`src/rtl/rf_write_arbiter4.sv`:
```
// Round-robin arbiter for the single register-file write port; combinational grant, registered write one cycle later.
// stall or reset forces grant=0000; writes to the all-ones (zero) register are granted but leave wr_en low.
module rf_write_arbiter4 #(
  parameter int DATA_WIDTH = 64,
  parameter int ADDR_WIDTH = 5
) (
  input  logic                    clk,
  input  logic                    reset,
  input  logic [3:0]              req,
  input  logic [4*ADDR_WIDTH-1:0] req_addr,
  input  logic [4*DATA_WIDTH-1:0] req_data,
  input  logic                    stall,
  output logic [3:0]              grant,
  output logic                    wr_en,
  output logic [ADDR_WIDTH-1:0]   wr_addr,
  output logic [DATA_WIDTH-1:0]   wr_data,
  output logic [1:0]              wr_src
);

  logic [1:0]            ptr;
  logic [1:0]            gidx;
  logic                  gvld;
  logic [1:0]            idx;
  logic [ADDR_WIDTH-1:0] sel_addr;
  logic [DATA_WIDTH-1:0] sel_data;

  // Scan from ptr upward (mod 4); first requester found wins.
  always_comb begin
    gvld = 1'b0;
    gidx = 2'd0;
    idx  = 2'd0;
    if (!reset && !stall) begin
      for (int k = 0; k < 4; k++) begin
        idx = ptr + 2'(k);
        if (!gvld && req[idx]) begin
          gvld = 1'b1;
          gidx = idx;
        end
      end
    end
    grant = gvld ? (4'b0001 << gidx) : 4'b0000;
  end

  assign sel_addr = req_addr[int'(gidx)*ADDR_WIDTH +: ADDR_WIDTH];
  assign sel_data = req_data[int'(gidx)*DATA_WIDTH +: DATA_WIDTH];

  always_ff @(posedge clk or posedge reset) begin
    if (reset) begin
      ptr     <= 2'd0;
      wr_en   <= 1'b0;
      wr_addr <= '0;
      wr_data <= '0;
      wr_src  <= 2'd0;
    end else if (gvld) begin
      ptr     <= gidx + 2'd1;
      wr_en   <= ~&sel_addr;
      wr_addr <= sel_addr;
      wr_data <= sel_data;
      wr_src  <= gidx;
    end else begin
      wr_en   <= 1'b0;
    end
  end

endmodule

```
`config.mk`:
```
export PLATFORM = sky130hd
export DESIGN_NAME = rf_write_arbiter4
export DESIGN_NICKNAME = d
export VERILOG_FILES = /design/src/rtl/rf_write_arbiter4.sv
export SDC_FILE = /design/constraint.sdc
export NUM_CORES = 1
export LEC_CHECK = 0
export ABC_AREA = 1
export CORE_ASPECT_RATIO = 1.25
export CORE_UTILIZATION = 25
export CTS_CLUSTER_DIAMETER = 200
export DETAILED_ROUTE_END_ITERATION = 7
export GPL_TIMING_DRIVEN = 1
export SLEW_MARGIN = 20
export SYNTH_ARGS = -nofsm -noshare
export SYNTH_HDL_FRONTEND = slang
export SYNTH_SLANG_ARGS = --single-unit
```
`constraint.sdc`:
```
create_clock -name clk -period 2.7 [get_ports clk]
set_clock_uncertainty 0.1 [all_clocks]
set_input_delay 0.54 -clock clk [delete_from_list [all_inputs] [get_ports clk]]
set_output_delay 0.54 -clock clk [all_outputs]
set_load 0.02 [all_outputs]
```
# [Yosys cells after proc, flatten, opt, wreduce, memory -nomap -nowiden]
# Cells that the tools add are included.
# Widths: inputs -> output; s select.
[word_totals] output_inout_bits=76 register_bits=74 input_bits=283
[classes] mux=23 shifts=3 mul=1 addsub=4 order_cmp=4 n_reduce_logical=11
[ops] cell="$shiftx 256x9->64" count=1
[ops] cell="$shiftx 20x6->5" count=1
[ops] cell="$mux 1" count=13
[ops] cell="$lt 2x3->1 const B" count=4
[ops] cell="$mux 2" count=5
[ops] cell="$bmux 1 s2" count=4
[ops] cell="$logic_not 1->1" count=6
[ops] cell="$mul 2x3->5 const B" count=1
[ops] cell="$reduce_and 5->1" count=1
[ops] cell="$add 2x1->2 const B" count=2
[ops] cell="$add 2x2->2 const B" count=2
[ops] cell="$logic_and 1x1->1" count=4
[ops] cell="$mux 4" count=1
[ops] cell="$shl 1x2->4 const A" count=1

# [Longest topological paths before layout]
# Gate-level depths: netlist of the first run.
[depth] word_depth=21 mapped_depth=17

# [Worst setup path before layout of the first run]
# Ideal clock, no wire load.
[synth_path] path_type="input -> output" from="in req[3]" to="out grant[3]" arrival_ns=2.194 path_stages=14 path_buffers=2 slack_ns=-0.134 cell_sequence="inv_1 nand2_1 nand3_1 nand2_2 nor2_4 nand3_2 nand2_4 nand3_4 inv_2 buf_4 buf_4 ha_1 inv_1 nor2_1"
[synth_via] elab_chain_len=18 elab_cells_between_ends=29
[synth_rtl] element="start, declared" line="9" source="input logic [3:0] req,"
[synth_rtl] element="$bmux 1 s2" line="35" source="if (!gvld && req[idx]) begin"
[synth_rtl] element="$mux 1 (implied by the code)" line="35"
[synth_rtl] element="$mux 1" line="35"
[synth_rtl] element="$mux 1" line="32" source="if (!reset && !stall) begin"
[synth_rtl] element="$logic_not 1->1" line="35"
[synth_rtl] element="$logic_and 1x1->1" line="35"
[synth_rtl] element="$mux 1" line="35"
[synth_rtl] element="$mux 1" line="32"
[synth_rtl] element="(+3 left out)"
[synth_rtl] element="$mux 1" line="32"
[synth_rtl] element="$logic_not 1->1" line="35"
[synth_rtl] element="$logic_and 1x1->1" line="35"
[synth_rtl] element="$mux 2 *" line="35"
[synth_rtl] element="$mux 2 *" line="32"
[synth_rtl] element="via gidx[0]" line="21" source="logic [1:0] gidx;"
[synth_rtl] element="$shl 1x2->4 *" line="41" source="grant = gvld ? (4'b0001 << gidx) : 4'b0000;"
[synth_rtl] element="$mux 4 *" line="41"
[synth_rtl] element="end, declared" line="13" source="output logic [3:0] grant,"
# Mark *: on every way through the listed nets, which the timed path passes. The rest lies on a longest branch. The select of a mux whose other input is x is not followed.

# [Worst setup path after layout of the first run]
[layout_path] from="reg ptr[0]" to="out grant[1]"
[layout_via] elab_chain_len=18 elab_cells_between_ends=32
[layout_rtl] element="start, declared" line="20" source="logic [1:0] ptr;"
[layout_rtl] element="start signal, assigned" line="55" source="ptr <= gidx + 2'd1;"
[layout_rtl] element="$bmux 1 s2" line="35"
[layout_rtl] element="$mux 1 (implied by the code)" line="35"
[layout_rtl] element="$mux 1" line="35"
[layout_rtl] element="$mux 1" line="32"
[layout_rtl] element="$logic_not 1->1" line="35"
[layout_rtl] element="$logic_and 1x1->1" line="35"
[layout_rtl] element="$mux 1" line="35"
[layout_rtl] element="$mux 1" line="32"
[layout_rtl] element="(+2 left out)"
[layout_rtl] element="$mux 1" line="35"
[layout_rtl] element="$mux 1" line="32"
[layout_rtl] element="$logic_not 1->1" line="35"
[layout_rtl] element="$logic_and 1x1->1" line="35"
[layout_rtl] element="$mux 2" line="35"
[layout_rtl] element="$mux 2" line="32"
[layout_rtl] element="$shl 1x2->4" line="41"
[layout_rtl] element="$mux 4 *" line="41"
# Mark *: on every way between the ends. The rest lies on a longest branch, timed or not. The select of a mux whose other input is x is not followed.

==> impl_metrics.tcl, run 1 <==
set metrics [dict create \
    status "finished, violations left" \
    violations "setup timing" \
    final_common_cell "clkdlybuf4s50_1" \
    die_width_um 129.4 \
    end_kind "output port" \
    critPathLaunchType "register" \
    synth_nets 988 \
    clock-sinks 74 \
    crit_chain "buf_6 > nand2_2 > nand2_1 > nand2_2 > nand2_2 > nor2_4 > nand3_1 > nand2_1 > inv_1 > nand2_4 > buf_12 > ha_4 > inv_2 > nor2_4 > buf_6" \
    io_pins 359 \
    wl_met2_mm 11.46 \
    cp_max_fo 6 \
    drtIter0Drc 175 \
    holdWs_ns 0.3871 \
    cts_tree "done" \
    grt_usage_pct 22.06 \
    setup_viol 4 \
    syn_to_final_growth_pct 90.90 \
    cap_violations 0 \
    dieArea_um2 20880 \
    first_pass_iters 6 \
    layout_common_cells "clkdlybuf4s50_1, nand2_1, nor2_1" \
    rows 57 \
    path_class "reg -> out" \
    synth-edff-count 0 \
    fin_nets 1352 \
    drt-met1-wl_mm 9.051 \
    max_slew_margin_pct 66.24 \
    slowest_stage "dfrtp_2" \
    core_um2 19680 \
    clkTransAtPathRegs_ns 0.06 \
    dr.max_layer_used "met5" \
    required_ns 2.06 \
    rrSetupSlack_ns 0.04 \
    synth_async_sr_flop_share_pct 100.0 \
    grt_max_degree 78 \
    vias 6302 \
    period_share_pct 104.3 \
    cts.path.max_buffers 2 \
    die_h_um 161.3 \
    p_leak_uw 0.004003 \
    synthFlopType "dfrtp_1" \
    powerDensity_nw_per_um2 864.6 \
    initial_core_util_pct 25.78 \
    fin_util_pct 49.22 \
    numPortBuffers 358 \
    fin_ws_ns -0.1148 \
    holdCritStartpoint "wr_src[1]$_DFFE_PP0P_" \
    avgSynthCellArea_um2 7.239 \
    grt_antenna_before_repair 1 \
    syn_inst 701 \
    synth.ff_latch_count 74 \
    rsz0062_at_grt "yes" \
    yosysWarnings 0 \
    r2r_start "ptr[0]$_DFFE_PP0P_" \
    synth.distinct_cells 28 \
    period_needed_ns 2.815 \
    grt_pass1_wl_mm 35.01 \
    htreeDepth 3 \
    via_per_inst 4.724 \
    crit_top_cell "nand2_2" \
    wl_met3_mm 1.868 \
    yosys.area.top_type "dfrtp_1" \
    hold_viol_final 0 \
    cpPeakStageDelay_ns 0.44 \
    instances_no_fill 1334 \
    insertion_delay_ns 0.34 \
    gp_congestion 0.8545 \
    dp_hpwl_mm 17.09 \
    final_layout_size_suffix_gt1_share_pct 11.79 \
    drv_slew 0 \
    worstMarginPinSlew_ns 0.5064 \
    antenna_cells 0 \
    drc 0 \
    cp-startpoint "ptr[0]$_DFFE_PP0P_" \
    numCtsBuffers 9 \
    timing.fmax_mhz 355.3 \
    netlist_area_um2 5075 \
    yosysSeqAreaShare_pct 36.49 \
    drt-total-wl_mm 23.03 \
    gr-total-overflow 0 \
    dp.cells 1307 \
    peakVddDrop_v 0.0004547 \
    hold_path.class "reg -> reg" \
    synth_area_leaders "dfrtp_1, o211ai_1, nand2_1" \
    synth_top_area_share_pct 36.49 \
    antenna_left 0 \
    pre_cts_slack_ns -0.8255 \
    grt_pass1_vias 6336 \
    worstPathArrival_ns 2.17 \
    wl_per_cell_um 17.26 \
    root_buffer "clkbuf_16" \
]
==> sequential cells by signal, summed over array words and instances (netlist names) <==
name / cells
wr_addr: 5
ptr: 2
wr_data: 64
wr_en: 1
wr_src: 2
==> power by group <==
group / switching [uW] / internal [uW]
registers: 299 / 1660
logic: 2810 / 2430
clock network: 516 / 667
==> cells by family (layout without fill, tap and decap cells) <==
kind of cell,count (synthesis),after routing,synth area share [%]
adders and majority gates,4,4,0.9862
buffers and inverters,115,483,9.911
AOI/OAI and AO/OA,257,257,30.84
DFF,74,74,36.49
and+or+nand+nor,251,251,21.77
==> routing by layer <==
layer	vias up	GRT usage (%)
li1	3136	-
met1	2854	24.89
met2	271	38.73
met3	39	6.823
met4	2	7.822
met5	-	0
==> through the flow <==
| stage | cell area, um2 | TNS (ns) | power, uW |
|---|---|---|---|
| final | 9688 | -0.3874 | 8376 |
| after CTS | 9622 | -0.3796 | 8366 |
| after floorplan | 5090 | -0.07377 | 4534 |
| after detailed placement | 9080 | -33.01 | 6826 |
| after global routing | 9688 | -2.473 | 8950 |
| after global placement | 9080 | -28.80 | 6791 |
==> path summary, 6_finish.rpt <==
kind	to	depth (start not counted)
worst max register to register	wr_data[51]$_DFFE_PP0P_	14
worst min-delay path	wr_src[1]$_DFFE_PP0P_	2
worst min register to register	wr_src[1]$_DFFE_PP0P_	2
max in group asynchronous	wr_data[27]$_DFFE_PP0P_	4
worst max-delay path	grant[1]	15
min in group asynchronous	ptr[1]$_DFFE_PP0P_	3
==> worst max-delay path, delay by kind of cell, from the launching register on <==
kind                     cells  cell delay (ns)
AND/OR/NAND/NOR              9             0.81
buffers and inverters        5             0.48
flip-flops                   1             0.44
adder cells (fa/ha/maj)      1             0.12
==> cells in the mapped netlist, types with 22 or more instances <==
cell type	instances
o21ai_1	59
nand3_1	25
inv_1	54
o211ai_1	55
o21a_1	30
a21oi_1	22
nor2_1	83
buf_2	30
o21ai_0	51
nand2_1	101
a31oi_1	27
dfrtp_1	74
==> final cells by class <==
type | count | area [um2]
fill | 1942 | 9996
timing repair buffer | 408 | 4095
multi-input combinational | 512 | 2889
sequential | 74 | 1853
tap | 265 | 331.6
clock buffer | 11 | 252.7
inverter | 60 | 239.0
clock inverter | 4 | 27.53
==> repair_timing <==
| action | in CTS | in global routing |
|---|---|---|
| cloned | 1 | 0 |
| setup buffers | 10 | 3 |
| resized for setup | 71 | 17 |
| pin swaps | 23 | 12 |
| hold buffers | 0 | 0 |
| endpoints found under the setup margin | 64 | 70 |
Power figures use the tool's default switching activity.
==> run 2, diff against run 1 <==
--- a/config.mk
+++ b/config.mk
@@ -8,7 +8,7 @@
 export ABC_AREA = 1
 export CORE_ASPECT_RATIO = 1.25
 export CORE_UTILIZATION = 25
-export CTS_CLUSTER_DIAMETER = 200
+export CTS_CLUSTER_DIAMETER = 100
 export DETAILED_ROUTE_END_ITERATION = 7
 export GPL_TIMING_DRIVEN = 1
 export SLEW_MARGIN = 20
==> results of run 2 <==
Same layout as run 1: the final DEF is identical, and so are final timing and power.
==> run 3, diff against run 2 <==
--- a/config.mk
+++ b/config.mk
@@ -11,6 +11,7 @@
 export CTS_CLUSTER_DIAMETER = 100
 export DETAILED_ROUTE_END_ITERATION = 7
 export GPL_TIMING_DRIVEN = 1
+export SKIP_LAST_GASP = 1
 export SLEW_MARGIN = 20
 export SYNTH_ARGS = -nofsm -noshare
 export SYNTH_HDL_FRONTEND = slang
==> run 3 against run 2 <==
Compared with the run above:
- the flow still finishes with violations (setup timing)
- critical path depth shrank 1
- total power is 0.23% lower
- clock power barely moved
- global-route usage did not move
- cell area about the same
- final cell count stayed put
- count of clock-buffer cells in the layout did not move
- sequential cell count unchanged
- critical path type is now in -> out
==> impl_metrics.tcl, run 3 (synthesis results as in run 1) <==
set metrics [dict create \
    initial_core_util_pct 25.78 \
    status "finished, violations left" \
    cpPeakStageDelay_ns 0.26 \
    htreeDepth 3 \
    wl_per_cell_um 17.25 \
    hold_viol_final 0 \
    largest_reg_flops 64 \
    max_slew_margin_pct 62.99 \
    cap_violations 0 \
    worstPathArrival_ns 2.19 \
    dp_hpwl_mm 17.09 \
    gr-total-overflow 0 \
    drtIter0Drc 174 \
    cts_tree "done" \
    clkTransAtPathRegs_ns 0.06 \
    r2r_end "wr_data[51]$_DFFE_PP0P_" \
    hold_path.class "reg -> reg" \
    p_leak_uw 0.004000 \
    grt_pass1_wl_mm 35.01 \
    required_ns 2.06 \
    final_common_cell "clkdlybuf4s50_1" \
    io_pins 359 \
    fin_tns_setup_ns -0.4589 \
    fin_util_pct 49.19 \
    final_layout_size_suffix_gt1_share_pct 11.69 \
    setup_viol 4 \
    rows 57 \
    top_register "wr_data" \
    powerDensity_nw_per_um2 863.2 \
    pwr-share-comb_pct 62.5 \
    numCtsBuffers 9 \
    p_sw_uw 3611 \
    cp_num_buf_inv 5 \
    root_buffer "clkbuf_16" \
    die_h_um 161.3 \
    core_um2 19680 \
    antenna_left 0 \
    clock-sinks 74 \
    cts.path.max_buffers 2 \
    antenna_cells 0 \
    grt_usage_pct 22.06 \
    min_to "wr_src[1]$_DFFE_PP0P_" \
    via_per_inst 4.714 \
    rsz0062_at_grt "yes" \
    final.fill_count 1941 \
    first_pass_iters 7 \
    regArea_um2 1853 \
    fin_ws_ns -0.1298 \
    slowest_stage "dlygate4sd2_1" \
    drc 0 \
    swShare_pct 43.20 \
    violations "setup timing" \
    layout_common_cells "clkdlybuf4s50_1, nand2_1, nor2_1" \
    reg2reg_depth 13 \
    drv_slew 0 \
    period_needed_ns 2.830 \
    critPathTopFamily "simple AND/OR/NAND/NOR gates" \
    grt_pass1_vias 6336 \
    power_frac_clock_pct 14.2 \
    peakVddDrop_v 0.0004497 \
    grt_max_degree 78 \
    period_share_pct 104.8 \
    syn_to_final_growth_pct 90.78 \
    seqPwrFrac_pct 23.4 \
    multi_input_area_um2 2889 \
    gp_congestion 0.8545 \
    p_int_uw 4746 \
    holdCritStartpoint "wr_src[1]$_DFFE_PP0P_" \
    drt-total-wl_mm 23.01 \
    crit_chain "dlygate4sd2_1 > inv_1 > nand2_2 > nand3_2 > nand2_4 > nor2_4 > nand3_1 > nand2_1 > inv_1 > nand2_4 > ha_2 > inv_1 > nor2_2 > buf_6" \
    insertion_delay_ns 0.33 \
    vias 6288 \
    top_regs "wr_data: 64 flops, wr_addr: 5 flops" \
    timing.fmax_mhz 353.4 \
    critPathLaunchType "input port" \
    hold_depth 2 \
    r2r_start "ptr[0]$_DFFE_PP0P_" \
    crit_top_cell "inv_1" \
    rrSetupSlack_ns 0.06 \
    path_class "in -> out" \
    dieArea_um2 20880 \
    fin_nets 1352 \
    holdWs_ns 0.3855 \
    die_width_um 129.4 \
    worstMarginPinSlew_ns 0.5551 \
    numPortBuffers 358 \
    end_kind "output port" \
    grt_antenna_before_repair 1 \
    cp_max_fo 6 \
]
-- run 3: power groups by stage --
stage / combinational, uW / clock [uW] / sequential [uW]
after floorplan: 1930 / 0 / 2610
after global placement: 4850 / 0 / 1940
after detailed placement: 4870 / 0 / 1960
after CTS: 5180 / 1230 / 1950
after global routing: 5640 / 1270 / 2030
final: 5220 / 1180 / 1950
-- run 3: how the worst max path moves through the flow --
stage                             from       end  slack (ns)  cells past startpoint
finish                          req[0]  grant[0]       -0.13                     14
global route        ptr[0]$_DFFE_PP0P_  grant[0]       -0.26                     13
CTS                 ptr[0]$_DFFE_PP0P_  grant[3]       -0.08                     13
detailed placement              req[1]  grant[2]       -0.83                     14
global placement                req[1]  grant[2]       -0.77                     14
floorplan                       req[3]  grant[3]       -0.06                     14
-- run 3: final cells by class --
type / count / area share, %
Sequential cell: 74 / 19.14
Timing Repair Buffer: 408 / 42.23
Tap cell: 265 / 3.425
Clock inverter: 4 / 0.2843
Clock buffer: 11 / 2.610
Inverter: 60 / 2.468
Multi-Input combinational cell: 512 / 29.84
-- run 3: repair_timing --
action	4_1_cts	5_1_grt
endpoints found under the hold margin	0	0
hold buffers	0	0
buffers inserted	10	3
pin swaps	23	14
endpoints found under the setup margin	64	70
gates resized for setup	70	15
gates cloned	1	0
-- run 3: worst min-delay path: stages, from the launching register on --
cell     delay [ns]
dfrtp_1        0.34
nand2_1        0.05
nand2_1        0.06
-- run 3: metrics by stage --
stage | std cells | instance area, um2 | setup WS, ns | power, uW
after floorplan | 701 | 5090 | -0.05655 | 4534
after detailed placement | 1307 | 9080 | -0.8255 | 6826
after global routing | 1334 | 9682 | -0.2606 | 8941
after CTS | 1332 | 9622 | -0.08261 | 8364
final | 1334 | 9682 | -0.1298 | 8357
after global placement | 1307 | 9080 | -0.7706 | 6791
-- run 3: layer usage --
metal	up-vias	GRT usage (%)	share of wire [%]
met2	258	38.73	50
met5	-	0	0.048
met4	2	7.822	2.7
li1	3135	-	-
met3	35	6.823	8.2
met1	2858	24.89	39
